File: src/rtl/dec_num_entry.sv
// dec_num_entry: accumulates BCD digits into a signed 8-bit value with sign toggle, clear and sticky overflow.
module dec_num_entry #(
  parameter int MAXDIG = 3
) (
  input  logic       clk,
  input  logic       reset,
  input  logic [3:0] digit,
  input  logic       enter,
  input  logic       neg_key,
  input  logic       clear,
  output logic [7:0] value,
  output logic       valid,
  output logic       ovf,
  output logic [1:0] ndigits,
  output logic       bad_digit
);
  typedef enum logic [1:0] {EMPTY, ENTRY, FULL, OVF} state_t;
  state_t state, state_n;
  logic [7:0] mag, mag_n;
  logic neg, neg_n;
  logic [1:0] nd_n, nd_inc;
  logic bad_n;
  logic [11:0] prod;
  logic [11:0] lim;
  always_comb begin
    prod = 12'(mag) * 12'd10 + 12'(digit);
    lim = neg ? 12'd128 : 12'd127;
    nd_inc = ndigits + 2'd1;
    state_n = state;
    mag_n = mag;
    neg_n = neg;
    nd_n = ndigits;
    bad_n = 1'b0;
    if (clear) begin
      state_n = EMPTY;
      mag_n = '0;
      neg_n = 1'b0;
      nd_n = '0;
    end else if (enter) begin
      if (state == EMPTY || state == ENTRY) begin
        if (digit > 4'd9) bad_n = 1'b1;
        else if (prod > lim) state_n = OVF;
        else begin
          mag_n = prod[7:0];
          nd_n = nd_inc;
          state_n = (int'(nd_inc) >= MAXDIG) ? FULL : ENTRY;
        end
      end
    end else if (neg_key && state != OVF) begin
      neg_n = ~neg;
      if (neg && mag == 8'd128) state_n = OVF;
    end
  end
  // value is frozen on entry to OVF so it keeps the last in-range number
  always_ff @(posedge clk) begin
    if (reset) begin
      state <= EMPTY;
      mag <= '0;
      neg <= 1'b0;
      ndigits <= '0;
      value <= '0;
      valid <= 1'b0;
      ovf <= 1'b0;
      bad_digit <= 1'b0;
    end else begin
      state <= state_n;
      mag <= mag_n;
      neg <= neg_n;
      ndigits <= nd_n;
      value <= (state_n == OVF) ? value : (neg_n ? ~mag_n + 8'd1 : mag_n);
      valid <= (state_n == ENTRY) || (state_n == FULL);
      ovf <= state_n == OVF;
      bad_digit <= bad_n;
    end
  end
endmodule

File: config.mk
export PLATFORM = sky130hd
export DESIGN_NAME = dec_num_entry
export DESIGN_NICKNAME = d
export VERILOG_FILES = /design/src/rtl/dec_num_entry.sv
export SDC_FILE = /design/constraint.sdc
export NUM_CORES = 1
export LEC_CHECK = 0
export ABC_AREA = 1
export BUFFER_PORTS_ARGS = -buffer_cell sky130_fd_sc_hd__buf_2
export CAP_MARGIN = 20
export CORE_AREA = 2 2 98 53
export CTS_CLUSTER_SIZE = 40
export DETAILED_ROUTE_END_ITERATION = 10
export DIE_AREA = 0 0 100 55
export GPL_ROUTABILITY_DRIVEN = 0
export PLACE_DENSITY = 0.62
export SYNTH_ARGS = -nofsm -noshare
export SYNTH_HDL_FRONTEND = slang
export SYNTH_SLANG_ARGS = --single-unit
File: constraint.sdc
create_clock -name clk -period 8.3 [get_ports clk]
set_input_delay 1.66 -clock clk [delete_from_list [all_inputs] [get_ports clk]]
set_output_delay 1.66 -clock clk [all_outputs]
set_load 0.03 [all_outputs]
==> results of run 1 <==
synth_stat cells (all sizes together):
| master | count |
|---|---|
| o21bai | 1 |
| nand3 | 29 |
| xnor2 | 1 |
| clkinv | 1 |
| nor3 | 2 |
| o21a | 1 |
| dfxtp | 24 |
| nor4 | 1 |
| nand2 | 71 |
| o21ai | 10 |
| nor2 | 39 |
| nand3b | 2 |
| o211ai | 4 |
| o22a | 1 |
| fa | 2 |
| buf | 2 |
| o31ai | 1 |
| a21boi | 1 |
| inv | 46 |
| a21oi | 10 |
| nand4 | 7 |
| xor2 | 4 |
| clkbuf | 3 |
| or2 | 3 |
| ha | 26 |
worst max-delay path, stage by stage:
cell      delay (ns)
buf_2           0.11
ha_1            0.21
fa_1            0.41
nand2_1         0.08
a21boi_1        0.08
nand2_1         0.10
xor2_1          0.14
inv_1           0.08
ha_1            0.30
a21oi_1         0.18
o21a_1          0.14
nand2_1         0.04
nand2_1         0.07
nand3_2         0.11
nor2_4          0.19
nand3_2         0.29
inv_4           0.14
nor2_1          0.07
nor2_4          0.12
inv_1           0.08
ha_1            0.24
nor2_1          0.14
xor2_1          0.15
nand2_1         0.06
o211ai_1        0.09
inv_1           0.06
cell type report:
cell class / count / area share [%]
timing repair buffer: 22 / 4.97
multi-input combinational: 216 / 60.0
inverter: 47 / 8.07
sequential: 24 / 21.7
clock buffer: 3 / 1.86
tap: 60 / 3.39
cells by family (layout without fill, tap and decap cells):
kind of cell               Yosys count  in the layout  share of synthesized area (%)
and+or+nand+nor                    154            154                           36.8
buffers and inverters               52             72                           10.2
AOI/OAI and AO/OA                   29             29                           8.93
adders and majority gates           28             28                           18.1
DFF                                 24             24                           23.8
xor gates and xnor gates             5              5                           2.17
metal layers:
metal,vias up,global-route usage [%],wire (um)
li1,983,-,-
met1,784,30.0,2810
met2,47,25.7,1670
met3,5,4.15,296
met4,0,1.37,12
met5,-,0,0
metrics by stage:
stage / worst slack (ns) / utilization [%] / std cells / area [um2]
after floorplan: 3.46 / - / 292 / 2020
after global placement: 3.02 / 46.3 / 368 / 2170
after detailed placement: 2.89 / 46.4 / 369 / 2180
after CTS: 3.16 / 47.3 / 372 / 2220
after global routing: 2.76 / 47.3 / 372 / 2220
final: 3.13 / 47.3 / 372 / 2220
where the power goes:
part | internal [mW] | switching [mW] | total (mW) | leakage [nW]
clock | 0.0325 | 0.0356 | 0.0681 | 0.0216
combinational | 0.0417 | 0.0806 | 0.122 | 1.07
sequential | 0.123 | 0.00629 | 0.129 | 0.196
total | 0.197 | 0.123 | 0.320 | 1.29
flip-flops by register name, indices dropped and copies added, names as in the netlist:
register	count
bad_digit	1
mag	8
ndigits	2
neg	1
ovf	1
state	2
valid	1
value	8
path summary, 6_finish.rpt:
path              end  depth (start not counted)  slack, ns
max          value[2]                         26       3.13
min          value[0]                          1       0.48
max reg2reg  value[2]                         26       3.69
min reg2reg  value[0]                          1       0.48
==> flow_results.org, run 1 <==
** Cells and area
- Commonest non-fill, non-tap cell in the layout :: nand2_1
- In the layout the commonest cells are 63 x nand2_1, 45 x inv_1, 35 x nor2_1.
- The final layout contains 351 nets.
- Flip-flop and latch area :: 480 um2
- Fill cells in the final layout number 500.
- From synthesis to final layout, the design area changed by 9.86%.
- Cells with a size suffix above 1 make up 15.7% of the layout.
- ANT cells :: 0
- Multi-input logic area :: 1330 um2

** Detailed routing
- Via count normalized by instance count :: 4.89
- The count of nets left with antenna violations once routing finished came out at 0.
- After detailed routing, the number of remaining DRC violations is 0.
- After detailed routing, the average wire length per cell comes to 12.9 um.
- Via count of the routed design :: 1819
- The first detailed-routing pass took 5 iterations.
- The first routing iteration left 214 violations.
- For this block, the routed nets add up to 4.78 mm of wire.

** CTS
- Post-CTS timing repair inserted 0 buffers for setup.
- CTS tree :: built
- Inserted Clock Buffers :: 3
- CTS placed an instance of clkbuf_8 at the clock tree root.
- Counting every sink on the clock net gives 24.
- Clock latency on the worst-skew pair :: 0.26 ns
- Resized Gates After CTS :: 0
- Hold buffers post-CTS :: 0
- No sink is reached through more buffers than the 2 on the longest clock path.
- Clock-pin slew was measured on the worst setup and hold paths at 0.08 ns.
- H-Tree Depth :: 1

** Synth
- In this run the cell area of the synthesized design comes to 2020 um2.
- Count of synthesis-stage warnings from yosys :: 0
- Counting every instance in the synthesized netlist gives 292.
- Mapped Avg Cell Area :: 6.91 um2
- Of the synthesized area, sequential elements account for 23.8%.
- Counting flops and latches in the post-synthesis netlist gives 24.
- When the netlist entered floorplanning its net count stood at 329.
- After synthesis, the netlist uses 34 different library cells.
- Summed over its instances, the top area cell type makes up 23.8% of the synthesized netlist area.
- Cells taking the most area after synthesis :: dfxtp_1 24%, ha_1 16%, nand2_1 12%
- Of all cell types, the one taking the most synthesized area is dfxtp_1.

** Timing
- On the final layout, the worst clock skew is 0.00483 ns.
- Setup violations remaining at the end of the flow were counted as 0.
- Max-slew headroom at the worst pin :: 56.5%
- Fmax :: 0.194 GHz
- For the finished layout, the period the worst path requires is 5.17 ns.
- After layout, the worst path uses 62.3% of the clock period.
- The final hold violation count was 0.
- Adding up every negative setup slack in the final design gives 0 ns.
- The max-slew violation total from the final report was 0.
- Setup repair after global routing left no endpoint under its margin.
- Pin slew with the least headroom to its limit :: 0.645 ns
- Hold Worst Slack :: 0.481 ns

** Worst setup path
- Data required time of the critical path :: 8.46 ns
- By startpoint and endpoint, the worst setup path is classified as in2reg.
- Launch point of the critical path :: digit[1]
- STA classifies the critical path endpoint as a register.
- STA classifies the critical path startpoint as an input port.
- Maximum fanout count along the critical path :: 11
- Startpoint of the most critical register-to-register path :: mag[1]
- Arrival time of the worst setup path :: 5.33 ns

** Placed design
- Post-DP HPWL :: 3.95 mm
- Port Buf Inserts :: 21

** Global routing
- The initial antenna violation count came to 0.
- Maximum number of pins on one net before global-route repair :: 21
- The first global-routing pass estimated 7.96 mm of wire.
- Global route overflow :: 0
- Number of global-route vias before repair :: 1599
- GRT Resource Usage Total :: 18.7%

** Die
- The total area inside the core boundary comes to 4680 um2.
- In this run the core area contains 18 standard-cell rows.
- In this run the horizontal extent of the chip is 100 um.
- Starting density of the core :: 43.1%
- Measured along the y axis, the die boundary spans 55 um.
- In this run the count of I/O pins placed on the die edge is 22.
- DIE AREA :: 5500 um2

** Run
- Max-cap viol count :: 0

** Power and ir drop
- Worst supply voltage drop on vdd :: 80.9 uV
- In this run the static leakage power is 1.29 nW.
- Post-route total power :: 0.320 mW
- In this run the power density over the cells is 144 nW/um2.

** Status
- The run finished with clean final reports.

** Worst hold path
- The startpoint identified for the worst hold timing path is value[0].
- HP Class :: reg2reg
Note: power is estimated with default switching activity, not from simulation.
==> inputs of run 2 (changes only) <==
==> constraint.sdc (replaced) <==
create_clock -name clk -period 5.2 [get_ports clk]
set_input_delay 1.04 -clock clk [delete_from_list [all_inputs] [get_ports clk]]
set_output_delay 1.04 -clock clk [all_outputs]
set_load 0.03 [all_outputs]
==> flow_results.org, run 2 (synthesis gave the netlist of run 1 again) <==
** Status
- The flow ran to the end, and the final reports show no timing, DRC or antenna violations.

** Cells and area
- Top library cells by usage in the layout, fill and taps aside :: 63 x nand2_1, 45 x inv_1, 35 x nor2_1
- Flip-flop and latch area :: 480 um2 (unchanged)
- The largest registers in the layout are mag x8, value x8.
- The fraction of final layout cells sized beyond drive strength 1 came to 15.7% (unchanged).
- Multi-input logic area :: 1330 um2 (unchanged)
- Area added between synthesis and finish :: 9.98%
- Leaving out fill and tap cells, the most frequent cell in the layout is nand2_1.
- ANT cells :: 0 (unchanged)
- Fill cell total of the finished layout :: 474 (-5.2%)
- The total number of nets in the final design is 351 (unchanged).

** Worst setup path
- Slowest Stage Delay on Critical Path :: 0.57 ns (+0.16 ns)
- Startpoint of the most critical register-to-register path :: mag[1]
- The worst register-to-register path ends at value[2].
- Data required time of the critical path :: 5.36 ns (-3.10 ns)
- The number of cells traversed by the worst register-to-register path was 26 (unchanged).
- The kind of cell with the highest combined delay along the critical path is adder cells.
- Crit. End Element :: register
- Crit path max-delay cell type :: fa_1
- The setup path with the least slack is of type reg2reg.
- The buffer and inverter count on the worst path is 5 (unchanged).
- Startpoint Class :: register
- The data arrival at the endpoint of the critical path came to 4.74 ns (-0.59 ns).
- Reg-to-reg slack, setup :: 0.63 ns (-3.06 ns)
- Maximum fanout count along the critical path :: 11 (unchanged)

** Worst hold path
- Worst Hold Endpoint :: value[0]
- The startpoint identified for the worst hold timing path is value[0].
- The tightest min-delay check is of the reg2reg type.
- The worst hold path stage count was 1 (unchanged).

** Power and ir drop
- The power density of the placed cells is 229 nW/um2 (+59%).
- The leakage power is 1.29 nW (about the same).
- Worst supply voltage drop on vdd :: 108 uV (+33%)
- Post-route total power :: 0.509 mW (+59%)

** Detailed routing
- Drt first pass iters :: 5 (unchanged)
- The DRC violation total after the first TritonRoute iteration is 130 (-39%).
- Via count normalized by instance count :: 4.86 (-0.66%)
- The post-route DRC violation count is 0 (unchanged).
- The final antenna-violating net count came to 0 (unchanged).
- The final routed wire length divided by cell count is 12.9 um (unchanged).
- Routed WL :: 4.78 mm (unchanged)
- Via count of the routed design :: 1807 (-0.66%)

** Die
- Standard-cell row count :: 18 (unchanged)
- The die span in y was 55 um (unchanged).
- DIE AREA :: 5500 um2 (unchanged)
- I/O pin total :: 22 (unchanged)
- Starting density of the core :: 43.1% (unchanged)
- The die width is 100 um (unchanged).
- Core area :: 4680 um2 (unchanged)

** Global routing
- The pin count of the biggest net entering global routing came to 21 (unchanged).
- Global route overflow :: 0 (unchanged)
- The initial antenna violation count was 0 (unchanged).
- GRT Resource Usage Total :: 18.9% (+0.22 points)
- The number of global-route vias before repair came to 1681 (+5.1%).
- The first-pass GRT wire length is 8.07 mm (+1.3%).

** CTS
- Max Root-Sink Buffers :: 2 (unchanged)
- The H-tree level count came to 1 (unchanged).
- The post-CTS setup buffer count came to 0 (unchanged).
- The quantity of gates resized following cts came to 0 (unchanged).
- The quantity of hold-fixing buffers added after cts was 0 (unchanged).
- Clock transition at path regs :: 0.08 ns (about the same)
- Inserted Clock Buffers :: 3 (unchanged)
- CTS root buf :: clkbuf_8
- TritonCTS sink count :: 24 (unchanged)
- TritonCTS built the clock tree.
- The latest clock arrival within the worst-skew pair is 0.26 ns (about the same).

** Timing
- The routed design could run at a clock period as short as 4.57 ns.
- Derived from the worst setup path, the maximum achievable clock frequency is 0.219 GHz.
- The final number of setup-violating endpoints was 0 (unchanged).
- Max-slew headroom at the worst pin :: 57.5% (+0.96 points)
- The final hold violation count came to 0 (unchanged).
- The setup clock skew after layout came to 0.00218 ns (-0.00264 ns).
- Total Neg Setup Slack :: 0 ns (unchanged)
- Period utilisation layout :: 88.0%
- Pin slew with the least headroom to its limit :: 0.635 ns (-0.00997 ns)
- Slew Viols, Final :: 0 (unchanged)
- RSZ-0062 raised after global routing :: no

** Placed design
- The HPWL after detailed placement came to 3.95 mm (about the same).
- The count of port buffers added during placement came to 21 (unchanged).

** Run
- The number of violations of the max-capacitance limit came to 0 (unchanged).
-- run 2: cell counts in the layout (fill, tap and decap cells not counted) --
Identical to the previous run, type by type.
-- run 2: cell type report --
type,instances,share of cell area (%)
clock buffer,3,1.86
multi-input combinational,216,60.0
tap,60,3.38
inverter,47,8.06
timing repair buffer,22,5.07
sequential,24,21.6
-- run 2: through the flow --
step | util, % | area, um2 | hold slack, ns | instances | setup slack, ns
5_1_grt | 47.4 | 2220 | 0.513 | 372 | 0.209
4_1_cts | 47.4 | 2220 | 0.483 | 372 | 0.638
3_5_place_dp | 46.5 | 2180 | 0.462 | 369 | 0.453
6_report | 47.4 | 2220 | 0.480 | 372 | 0.625
3_3_place_gp | 46.5 | 2180 | 0.456 | 369 | 0.565
2_1_floorplan | - | 2020 | 0.552 | 292 | 0.977
-- run 2: power breakdown --
| group | switching, mW | total, mW | internal, mW |
|---|---|---|---|
| Clock | 0.0560 | 0.108 | 0.0518 |
| Combinational | 0.128 | 0.195 | 0.0666 |
| Sequential | 0.0102 | 0.206 | 0.196 |
| Total | 0.194 | 0.509 | 0.315 |
-- run 2: layer usage --
layer	up-vias	wire (um)	global-route usage [%]
met3	4	344	3.52
met5	-	0	0
met1	755	2730	29.6
li1	989	-	-
met4	0	29	2.28
met2	59	1680	27.4
-- run 2: worst max path at each step --
stage / start / to / slack, ns / cells after the start
2_1_floorplan: digit[1] / value[2] / 0.98 / 26
6_report: mag[1] / value[2] / 0.63 / 26
3_5_place_dp: digit[1] / value[2] / 0.45 / 26
3_3_place_gp: digit[1] / value[2] / 0.57 / 26
5_1_grt: mag[1] / value[2] / 0.21 / 26
4_1_cts: mag[1] / value[2] / 0.64 / 26
-- run 2: worst register-to-register path, stage by stage, from the launching register on --
cell      delay, ns
dfxtp_1        0.45
ha_1           0.28
ha_1           0.24
fa_1           0.57
nand3_2        0.14
inv_1          0.07
nand2_1        0.07
xor2_1         0.15
inv_1          0.07
ha_1           0.29
nand2_1        0.07
nor2_1         0.14
nand4_1        0.09
nand2_1        0.11
nand3_2        0.11
nor2_4         0.18
nand3_2        0.28
inv_4          0.14
nor2_1         0.07
nor2_4         0.12
inv_1          0.08
ha_1           0.24
nor2_1         0.13
xor2_1         0.16
nand2_1        0.06
o211ai_1       0.09
inv_1          0.06
